## src/rtl/mem_copy_engine.sv

```systemverilog
// mem_copy_engine: word-granular block copy over a single-cycle memory port
// Ports: clk, rst_n (async, active-low); start, src_addr, dst_addr, word_count (request);
//        busy, done, err (status); mem_addr, mem_enable, mem_wr, mem_wdata (to memory);
//        mem_rdata (combinational read data from memory).
module mem_copy_engine #(
  parameter int ADDR_WIDTH = 16
) (
  input  logic                  clk,
  input  logic                  rst_n,
  input  logic                  start,
  input  logic [ADDR_WIDTH-1:0] src_addr,
  input  logic [ADDR_WIDTH-1:0] dst_addr,
  input  logic [15:0]           word_count,
  output logic                  busy,
  output logic                  done,
  output logic                  err,
  output logic [ADDR_WIDTH-1:0] mem_addr,
  output logic                  mem_enable,
  output logic                  mem_wr,
  output logic [15:0]           mem_wdata,
  input  logic [15:0]           mem_rdata
);
  typedef enum logic [2:0] {IDLE, READ, WRITE, FIN, ERR} state_t;
  state_t state, next;
  logic [ADDR_WIDTH-1:0] src, dst;
  logic [15:0] cnt, data;
  logic misaligned, accept;
  always_comb begin
    misaligned = src_addr[0] | dst_addr[0];
    accept = (state == IDLE) && start && !misaligned && (word_count != 16'd0);
    next = state == IDLE  ? (!start ? IDLE : misaligned ? ERR : word_count == 16'd0 ? FIN : READ)
         : state == READ  ? WRITE
         : state == WRITE ? (cnt == 16'd1 ? FIN : READ)
         : IDLE;
  end
  always_ff @(posedge clk or negedge rst_n) begin
    if (!rst_n) begin
      state <= IDLE;
      src   <= '0;
      dst   <= '0;
      cnt   <= '0;
      data  <= '0;
    end else begin
      state <= next;
      if (accept) begin
        src <= src_addr;
        dst <= dst_addr;
        cnt <= word_count;
      end
      if (state == READ) data <= mem_rdata;
      // address wrap past the top of memory is intentional and silent
      if (state == WRITE) begin
        src <= src + ADDR_WIDTH'(2);
        dst <= dst + ADDR_WIDTH'(2);
        cnt <= cnt - 16'd1;
      end
    end
  end
  assign busy       = (state == READ) || (state == WRITE);
  assign done       = state == FIN;
  assign err        = state == ERR;
  assign mem_enable = busy;
  assign mem_wr     = state == WRITE;
  assign mem_addr   = state == READ ? src : state == WRITE ? dst : '0;
  assign mem_wdata  = state == WRITE ? data : 16'd0;
endmodule

```

## config.mk

```make
export PLATFORM = sky130hd
export DESIGN_NAME = mem_copy_engine
export DESIGN_NICKNAME = d
export VERILOG_FILES = /design/src/rtl/mem_copy_engine.sv
export SDC_FILE = /design/constraint.sdc
export NUM_CORES = 1
export LEC_CHECK = 0
export BUFFER_PORTS_ARGS = -buffer_cell sky130_fd_sc_hd__buf_2
export CAP_MARGIN = 20
export CORE_MARGIN = 2
export CORE_UTILIZATION = 30
export CTS_BUF_LIST = sky130_fd_sc_hd__clkbuf_4
export DETAILED_ROUTE_END_ITERATION = 8
export GPL_TIMING_DRIVEN = 0
export PLACE_DENSITY_LB_ADDON = 0.05
export REMOVE_ABC_BUFFERS = 1
export SLEW_MARGIN = 25
export SYNTH_ARGS = -nofsm -noshare
export SYNTH_HDL_FRONTEND = slang
export SYNTH_SLANG_ARGS = --single-unit
```

## constraint.sdc

```tcl
create_clock -name clk -period 3.85 [get_ports clk]
set_input_delay 0.5775 -clock clk [delete_from_list [all_inputs] [get_ports clk]]
set_output_delay 0.5775 -clock clk [all_outputs]
set_load 0.1 [all_outputs]
```

==> impl_metrics.ini, run 1 <==
[synthesis]
synthesis.area_sq_mm = 0.003682
ys_async_sr_fraction_pct = 100.0
synthCells = 400
avgSynthCellArea_sq_um = 9.206
yosys-top-cells-area = dfrtp_1 46%, nand2_1 5.1%, mux2_2 4.9%
synth_top_area_cell = dfrtp_1
synth-seq-cells = 67
synth_cell_types = 50
ys_warn_count = 0
synth_top_area_share_pct = 45.53
synth-edff-count = 0
synth-seq-area-share_pct = 45.53
synthFlopType = dfrtp_1

[critical_path]
arrival_ns = 2.75
crit_fanout = 42
cp.required_ns = 3.27
worst-setup-path-type = register to output pin
reg2reg_slack_ns = 1.28
crit_path_start_kind = register
cp-end-kind = output pin
rr_worst_depth = 7

[global_routing]
grt_pass1_vias = 3355
grt_usage_pct = 17.03
grt_pass1_wl_mm = 17.28
overflow = 0
antenna_found_initial = 0
grt_max_degree = 43

[placed_design]
dpl_cell_area_sq_mm = 0.004418
portBuffers = 103
gp_congestion = 0.7285
place_hpwl_mm = 7.519
dp_slack_ns = 0.6339

[timing]
max_slew.worst_pin.slew_ns = 0.7325
finalSetupViolations = 0
hold_violations = 0
max-slew-margin-rel_pct = 50.79
slew_violations = 0
setup_tns_ns = 0
setup_ws_ns = 0.5251
finClkSkew_ns = 0.01163
whs_ns = 0.07918
fmax_mhz = 300.8
period_minus_slack_ns = 3.325
rsz0062_at_grt = no
fin_crit_sh_pct = 86.36

[floorplan]
fp-row-count = 40
design.core.area_sq_mm = 0.01201
initial_core_util_pct = 30.66
io_pins = 104
die_area_sq_mm = 0.01318
die_h_microns = 114.8
die_w_microns = 114.8

[clock_tree]
cts_made_buffers = 9
insertion_delay_ns = 0.44
numClockSinks = 67
hold_buffers = 0
cts_root_buf = clkbuf_4
cts_tree = done
cts_buffer_depth = 2
clk_pin_slew_worst_paths_ns = 0.12
htree_levels = 3

[finish]
diodes = 0
final_nets = 571
layout-drive-gt1-share_pct = 30.50
n_fill_cell = 1303
final_area_sq_mm = 0.004528
area_growth_pct = 22.97

[pwr]
p_leak_nw = 2.125
ir_drop_uv = 319.9
p_per_area_mw_per_mm2 = 680.5

[hold_path]
hold_path_class = primary input to asynchronous set/reset pin

[detailed_routing]
wirelength_mm = 10.78
first_pass_iters = 4
drtIter0Drc = 169
wire_per_inst_microns = 16.53
vias = 3455
antenna_left = 0
avgViaCountPerCell = 5.299
drc = 0

[run_status]
status = completed

[flow_run]
maxCapViolCount = 0
report_power, final:
| group | total, W | switching (W) | internal (W) |
|---|---|---|---|
| registers | 0.00132 | 0.000306 | 0.00101 |
| logic | 0.00135 | 0.000897 | 0.000451 |
| clock network | 0.000414 | 0.000280 | 0.000134 |
repair_timing:
action / in CTS / in global routing
endpoints found under the hold margin: 0 / 0
resized for setup: 0 / 1
buffers inserted: 0 / 0
setup endpoints to repair: 0 / 2
layer usage:
metal | GRT usage [%] | vias to the layer above | routed length (microns)
li1 | - | 1676 | -
met1 | 22.23 | 1681 | 4974
met2 | 27.57 | 89 | 5049
met3 | 5.219 | 9 | 608
met4 | 4.659 | 0 | 142
met5 | 0 | - | 0
cells in the mapped netlist, drive strengths merged, types with 13 or more instances:
| cell type | n |
|---|---|
| nand2 | 50 |
| and2 | 18 |
| o211ai | 14 |
| a22o | 15 |
| nor2 | 34 |
| nand3 | 25 |
| a21oi | 14 |
| o21ai | 23 |
| mux2 | 16 |
| clkbuf | 13 |
| dfrtp | 67 |
worst max-delay path, stage by stage, from the launching register on:
cell      delay [ns]
dfrtp_1         0.45
or3b_4          0.59
clkinv_2        0.36
buf_12          0.28
or2_2           0.31
buf_2           0.30
sequential cells by signal, summed over array words and instances (netlist names):
name,count
cnt,16
data,16
dst,16
src,16
state,3
worst paths after layout:
path / end / startpoint
max: busy / state[1]
min: data[4] / rst_n
max reg2reg: cnt[15] / state[1]
min reg2reg: dst[0] / dst[0]
max in group asynchronous: cnt[7] / rst_n
min in group clk: src[9] / src_addr[9]
cell type report:
cell class                      count  area, sq um  share of cell area [%]
Timing Repair Buffer              112        645.6                   14.26
Multi-Input combinational cell    303         1887                   41.67
Clock inverter                      6        32.53                  0.7184
Clock buffer                       10        75.07                   1.658
Sequential cell                    67         1677                   37.03
Inverter                            7        27.53                  0.6079
Tap cell                          147        183.9                   4.062
kinds of logic after synthesis:
| logic type | count (synthesis) | synth area share (%) |
|---|---|---|
| flip-flops | 67 | 45.53 |
| AO/OA/AOI/OAI | 102 | 19.57 |
| buffers and inverters | 30 | 3.534 |
| multiplexers | 16 | 4.893 |
| XOR/XNOR | 3 | 0.7137 |
| AND/OR/NAND/NOR | 178 | 24.40 |
| adder cells (fa/ha/maj) | 4 | 1.359 |
per-stage QoR:
stage	power [W]	util, %	std cells
after floorplan	0.002321	-	377
after global placement	0.002635	35.61	627
after detailed placement	0.002695	36.78	636
after CTS	0.003121	37.68	652
after global routing	0.003315	37.70	652
final	0.003081	37.70	652
cells in the final DEF (no fill, tap or decap), types with 9 or more instances in the layout:
cell type and count:
a21oi_1 13, a22o_1 15, and2_1 18, buf_2 102, clkbuf_4 10, dfrtp_1 67
mux2_2 16, nand2_1 50, nand3_1 25, nor2_1 33, nor3_1 9, o211ai_1 14
o21ai_0 23
Power figures use the tool's default switching activity.
==> inputs of run 2 (changes only) <==
--- a/config.mk
+++ b/config.mk
@@ -5,14 +5,17 @@
 export SDC_FILE = /design/constraint.sdc
 export NUM_CORES = 1
 export LEC_CHECK = 0
+export ABC_AREA = 1
 export BUFFER_PORTS_ARGS = -buffer_cell sky130_fd_sc_hd__buf_2
 export CAP_MARGIN = 20
 export CORE_MARGIN = 2
 export CORE_UTILIZATION = 30
 export CTS_BUF_LIST = sky130_fd_sc_hd__clkbuf_4
+export CTS_CLUSTER_SIZE = 28
 export DETAILED_ROUTE_END_ITERATION = 8
 export GPL_TIMING_DRIVEN = 0
 export PLACE_DENSITY_LB_ADDON = 0.05
+export RECOVER_POWER = 50
 export REMOVE_ABC_BUFFERS = 1
 export SLEW_MARGIN = 25
 export SYNTH_ARGS = -nofsm -noshare
==> run 2 against run 1 <==
Compared with the run above: power grew 21%; global-route usage decreased by 0.093 points; non-clock buffer count decreased by 4; worst hold slack better by 0.27 ns; highest routed layer unchanged; largest cell class unchanged; wire length rose by 22%; fmax rose by 5.2%; the flow now finishes with violations (capacitance limit, slew limit); synthesized cell count is 60% higher.
==> impl_metrics.ini, run 2 <==
[placed_design]
gp_congestion = 0.7779
dp_cells = 903
portBuffers = 103
place_hpwl_mm = 9.106
dpl_cell_area_sq_mm = 0.005129

[timing]
period_minus_slack_ns = 3.159
rsz0062_at_grt = no
max-slew-margin-rel_pct = -31.91
max_slew.worst_pin.slew_ns = 1.979
slew_violations = 32
finClkSkew_ns = 0.01265
fmax_mhz = 316.5
fin_crit_sh_pct = 82.06
setup_tns_ns = 0
finalSetupViolations = 0
hold_violations = 0

[pwr]
p_leak_nw = 2.723
ir_drop_uv = 252.5
p_per_area_mw_per_mm2 = 708.2

[finish]
layout-drive-gt1-share_pct = 22.59
n_fill_cell = 1626
multi_input_area_sq_mm = 0.002331
final_area_sq_mm = 0.005259
final_nets = 801
seqCellArea_sq_mm = 0.001677
area_growth_pct = 17.14
stdcell_count = 920
final_cell_mix = 151 x nand2_1, 124 x nand3_1, 102 x buf_2
final_common_cell = nand2_1

[run_status]
status = finished with violations
violations = capacitance limit, slew limit

[detailed_routing]
drc = 0
avgViaCountPerCell = 4.764
first_pass_iters = 4
wirelength_mm = 13.11
wire_per_inst_microns = 14.25
drtIter0Drc = 265
antenna_left = 0
vias = 4383

[floorplan]
initial_core_util_pct = 30.77
io_pins = 104
design.core.area_sq_mm = 0.01459
die_h_microns = 126.3
die_area_sq_mm = 0.01596
die_w_microns = 126.3
fp-row-count = 44

[global_routing]
grt_usage_pct = 16.94
overflow = 0
grt_max_degree = 58
grt_pass1_wl_mm = 21.50
grt_pass1_vias = 4292
antenna_found_initial = 1

[critical_path]
cp-end-kind = output pin
crit_path_start_kind = register
rr_worst_depth = 8
crit_fanout = 57
arrival_ns = 2.58
cp.required_ns = 3.27
worst-setup-path-type = register to output pin

[synthesis]
synth_common_cells = 151 x nand2_1, 124 x nand3_1, 89 x nor2_1, 70 x inv_1, 67 x dfrtp_1
synth-seq-cells = 67
ys_warn_count = 0
ys_async_sr_fraction_pct = 100.0
synth_top_area_share_pct = 37.35
synthMuxAreaShare_pct = 0
synthCells = 641
synth_top_area_cell = dfrtp_1
synth-edff-count = 0
synth-simple-area-share_pct = 44.09
synth_compound_area_share_pct = 5.268
synth_top_family_by_area = simple AND/OR/NAND/NOR gates
synthAdderAreaFrac_pct = 1.115
synthesis.area_sq_mm = 0.004489
avgSynthCellArea_sq_um = 7.004
synth-seq-area-share_pct = 37.35
synthFlopType = dfrtp_1
synth-xor-area-share_pct = 1.171
yosys-top-cells-area = dfrtp_1 37%, nand3_1 14%, nand2_1 13%
synth.most_common_cell = nand2_1
synth_cell_types = 31

[clock_tree]
clk_pin_slew_worst_paths_ns = 0.11
cts_buffer_depth = 2
postCtsSetupBuffers = 0
htree_levels = 3
cts_tree = done
ctsResizeCount = 0
cts_made_buffers = 9
numClockSinks = 67
insertion_delay_ns = 0.44
hold_buffers = 0
cts_root_buf = clkbuf_4

[hold_path]
min_path_cells = 3
hold_path_class = primary input to register

[flow_run]
maxCapViolCount = 1
[run 2: cell types whose count changed after synthesis, moves of 16 or more]
cell and delta:
nand3_2 +30, nand2_1 +101, and2_1 -18, mux2_2 -16, nor2_1 +56, o21ai_0 -20, inv_1 +64, nand3_1 +99
[run 2: area by class of cell]
class                           count  share of cell area, %
Clock inverter                      3                 0.7376
Clock buffer                       13                  1.856
Tap cell                          184                  4.378
Antenna cell                        1                0.04759
Sequential cell                    67                  31.88
Multi-Input combinational cell    470                  44.33
Inverter                           74                  5.377
Timing Repair Buffer              108                  11.40
[run 2: power breakdown]
part           switching, W  leakage [nW]  total [W]  internal (W)
Sequential         0.000333         0.809    0.00136       0.00102
Combinational       0.00135          1.83    0.00188      0.000535
Clock              0.000262        0.0794   0.000487      0.000225
Total               0.00194          2.72    0.00372       0.00178
[run 2: final timing paths]
path	start	end	slack, ns
max	state[0]	mem_addr[14]	0.69
min	src_addr[6]	src[6]	0.35
max reg2reg	state[2]	dst[4]	1.05
min reg2reg	src[0]	src[0]	0.50
max in group asynchronous	rst_n	cnt[7]	2.03
min in group asynchronous	rst_n	dst[1]	0.68
[run 2: metrics by stage]
step	power (W)	setup WS [ns]	hold slack (ns)	utilization [%]
after floorplan	0.002802	-1.631	0.2819	-
after global placement	0.003212	-1.359	0.4754	34.40
after detailed placement	0.003276	0.7448	0.4847	35.15
after CTS	0.003784	0.6541	0.05265	36.09
after global routing	0.004072	0.5231	0.3141	36.05
final	0.003724	0.6909	0.3502	36.05
[run 2: critical path: stages (launching register included)]
cell and delay (ns):
dfrtp_1 0.48, nor3_4 0.49, inv_6 0.17, buf_16 0.25, o22ai_1 0.22, buf_2 0.48
[run 2: routing by layer]
| layer | up-vias | track usage (%) | part of all wire (%) |
|---|---|---|---|
| met4 | 0 | 4.331 | 1.4 |
| met2 | 110 | 28.65 | 48 |
| li1 | 2255 | - | - |
| met3 | 10 | 4.471 | 5.3 |
| met5 | - | 0 | 0 |
| met1 | 2008 | 21.58 | 45 |
[run 2: logic make-up (layout without fill, tap and decap cells)]
family                   Yosys count  after routing
AO/OA/AOI/OAI                     43             43
flip-flops                        67             67
XOR/XNOR                           6              6
AND/OR/NAND/NOR                  417            417
adder cells (fa/ha/maj)            4              4
buffers and inverters            104            198
other                              0              1
==> inputs of run 3 (changes only) <==
==> constraint.sdc (replaced) <==
create_clock -name clk -period 2.9 [get_ports clk]
set_input_delay 0.435 -clock clk [delete_from_list [all_inputs] [get_ports clk]]
set_output_delay 0.435 -clock clk [all_outputs]
set_load 0.1 [all_outputs]
==> run 3 against run 2 <==
Compared with the run above: the run still ends with capacitance limit, slew limit left; worst setup slack lost 0.49 ns; worst hold slack lost 0.14 ns; final area grew 1.2%; first-iteration DRC count grew 16%; cell count grew 0.43%; non-clock buffer count grew 3; clock skew is essentially flat.
==> impl_metrics.ini, run 3 (synthesized netlist as in run 2, its figures left out) <==
[critical_path]
worst-setup-path-type = register to output pin
arrival_ns = 2.26
crit_path_start_kind = register
cpMaxStageDelayCell = buf_2
cp.required_ns = 2.47
crit_fanout = 25
cpPeakStageDelay_ns = 0.47
crit_chain = inv_1 > nand3_4 > o22ai_1 > buf_2
cp-end-kind = output pin

[pwr]
pwr-share-seq_pct = 36.1
intPower_w = 0.002393
switchingPower_w = 0.002605
finalPower_w = 0.004998
ir_drop_uv = 335.5
power_frac_clock_pct = 12.9
p_per_area_mw_per_mm2 = 938.8
switching_share_pct = 52.12
p_comb_share_pct = 51.0
p_leak_nw = 2.744

[detailed_routing]
wirelength_mm = 13.52
vias = 4426
first_pass_iters = 4
drc = 0
avgViaCountPerCell = 4.790
wire_per_inst_microns = 14.64
drtIter0Drc = 308
antenna_left = 0

[finish]
final_area_sq_mm = 0.005324
final_nets = 805
final_cell_mix = 151 x nand2_1, 124 x nand3_1, 94 x buf_2
post-route-util_pct = 36.49
final_common_cell = nand2_1
stdcell_count = 924
layout-drive-gt1-share_pct = 22.87
n_fill_cell = 1626
area_growth_pct = 18.59

[timing]
finClkSkew_ns = 0.01278
hold_violations = 0
max-slew-margin-rel_pct = -35.47
fmax_mhz = 370.8
setup_tns_ns = 0
fin_crit_sh_pct = 93.00
rsz0062_at_grt = no
max_slew.worst_pin.slew_ns = 2.032
slew_violations = 32
finalSetupViolations = 0
period_minus_slack_ns = 2.697

[run_status]
violations = capacitance limit, slew limit
status = finished with violations

[floorplan]
die_area_sq_mm = 0.01596
design.core.area_sq_mm = 0.01459
die_w_microns = 126.3
die_h_microns = 126.3
io_pins = 104
fp-row-count = 44
initial_core_util_pct = 30.77

[global_routing]
overflow = 0
antenna_found_initial = 1
globalRoute.busiestLayer = met2
grt_pass1_wl_mm = 21.51
use_met1_pct = 21.55
grt_use_met2_pct = 28.81
grt_pass1_vias = 4304
met3_usage_pct = 4.344
grt_usage_pct = 16.95
grt_max_degree = 58

[clock_tree]
insertion_delay_ns = 0.44
htree_levels = 3
cts_buffer_depth = 2
cts_made_buffers = 9
cts_root_buf = clkbuf_4
numClockSinks = 67
clk_pin_slew_worst_paths_ns = 0.10
cts_tree = done

[placed_design]
portBuffers = 103
dpl_cell_area_sq_mm = 0.005129
place_hpwl_mm = 9.106
dp_cells = 903
gp_congestion = 0.7779

[flow_run]
maxCapViolCount = 1

[hold_path]
hold_path_class = primary input to register
## run 3: cell types whose count changed in the layout (fill, tap and decap cells not counted), sizes merged
cell	previous run	this run
dlygate4sd3	0	1
buf	107	109
nand3	154	155
clkinv	2	3
inv	74	73
## run 3: layer usage
layer | up-vias | share of wire [%]
met1 | 2032 | 46
met2 | 116 | 47
met3 | 15 | 5.5
met5 | - | 0
met4 | 0 | 1.5
li1 | 2263 | -
## run 3: timing repair
item | CTS | global route
gates cloned | 0 | 1
buffers inserted | 2 | 0
hold buffers | 1 | 0
resized for setup | 8 | 2
hold endpoints to repair | 31 | 0
pin swaps | 1 | 1
setup endpoints to repair | 24 | 40
## run 3: critical path, delay by kind of cell, from the launching register on
family | cells | cell delay [ns]
buf+inv | 2 | 0.70
compound gates | 1 | 0.32
simple gates | 1 | 0.35
flops | 1 | 0.43
## run 3: per-stage QoR
step                      hold slack, ns  worst slack [ns]
final                             0.2060            0.2031
after floorplan                   0.1394            -2.439
after global routing              0.1716           0.04997
after global placement            0.4754            -2.167
after detailed placement          0.4216          -0.06267
after CTS                         0.1682          0.005458
## run 3: cell type report
cell class              instances  area [sq um]  share of cell area [%]
diodes                          1         2.502                 0.04700
clock buffers                  13         97.59                   1.833
clock inverters                 3         38.79                  0.7286
inverters                      74         284.0                   5.335
multi-input cells             471          2350                   44.14
flip-flops and latches         67          1677                   31.49
well taps                     184         230.2                   4.324
repair buffers                111         644.4                   12.10
## run 3: path summary, 6_finish.rpt
kind                             start          end  slack [ns]  cells after the start
setup / recovery              state[2]  mem_addr[3]        0.20                      4
max in group asynchronous        rst_n       cnt[3]        0.63                      2
hold reg to reg                 src[0]       src[0]        0.50                      2
hold / removal             src_addr[6]       src[6]        0.21                      3
min in group asynchronous        rst_n       dst[1]        1.10                      2
setup reg to reg              state[2]      dst[10]        0.32                      7
## run 3: power groups by stage
stage	Clock, W	Sequential, W	Combinational (W)
after floorplan	0	0.00170	0.00202
after global placement	0	0.00180	0.00246
after detailed placement	0	0.00182	0.00253
after CTS	0.000691	0.00180	0.00256
after global routing	0.000726	0.00188	0.00285
final	0.000644	0.00181	0.00255
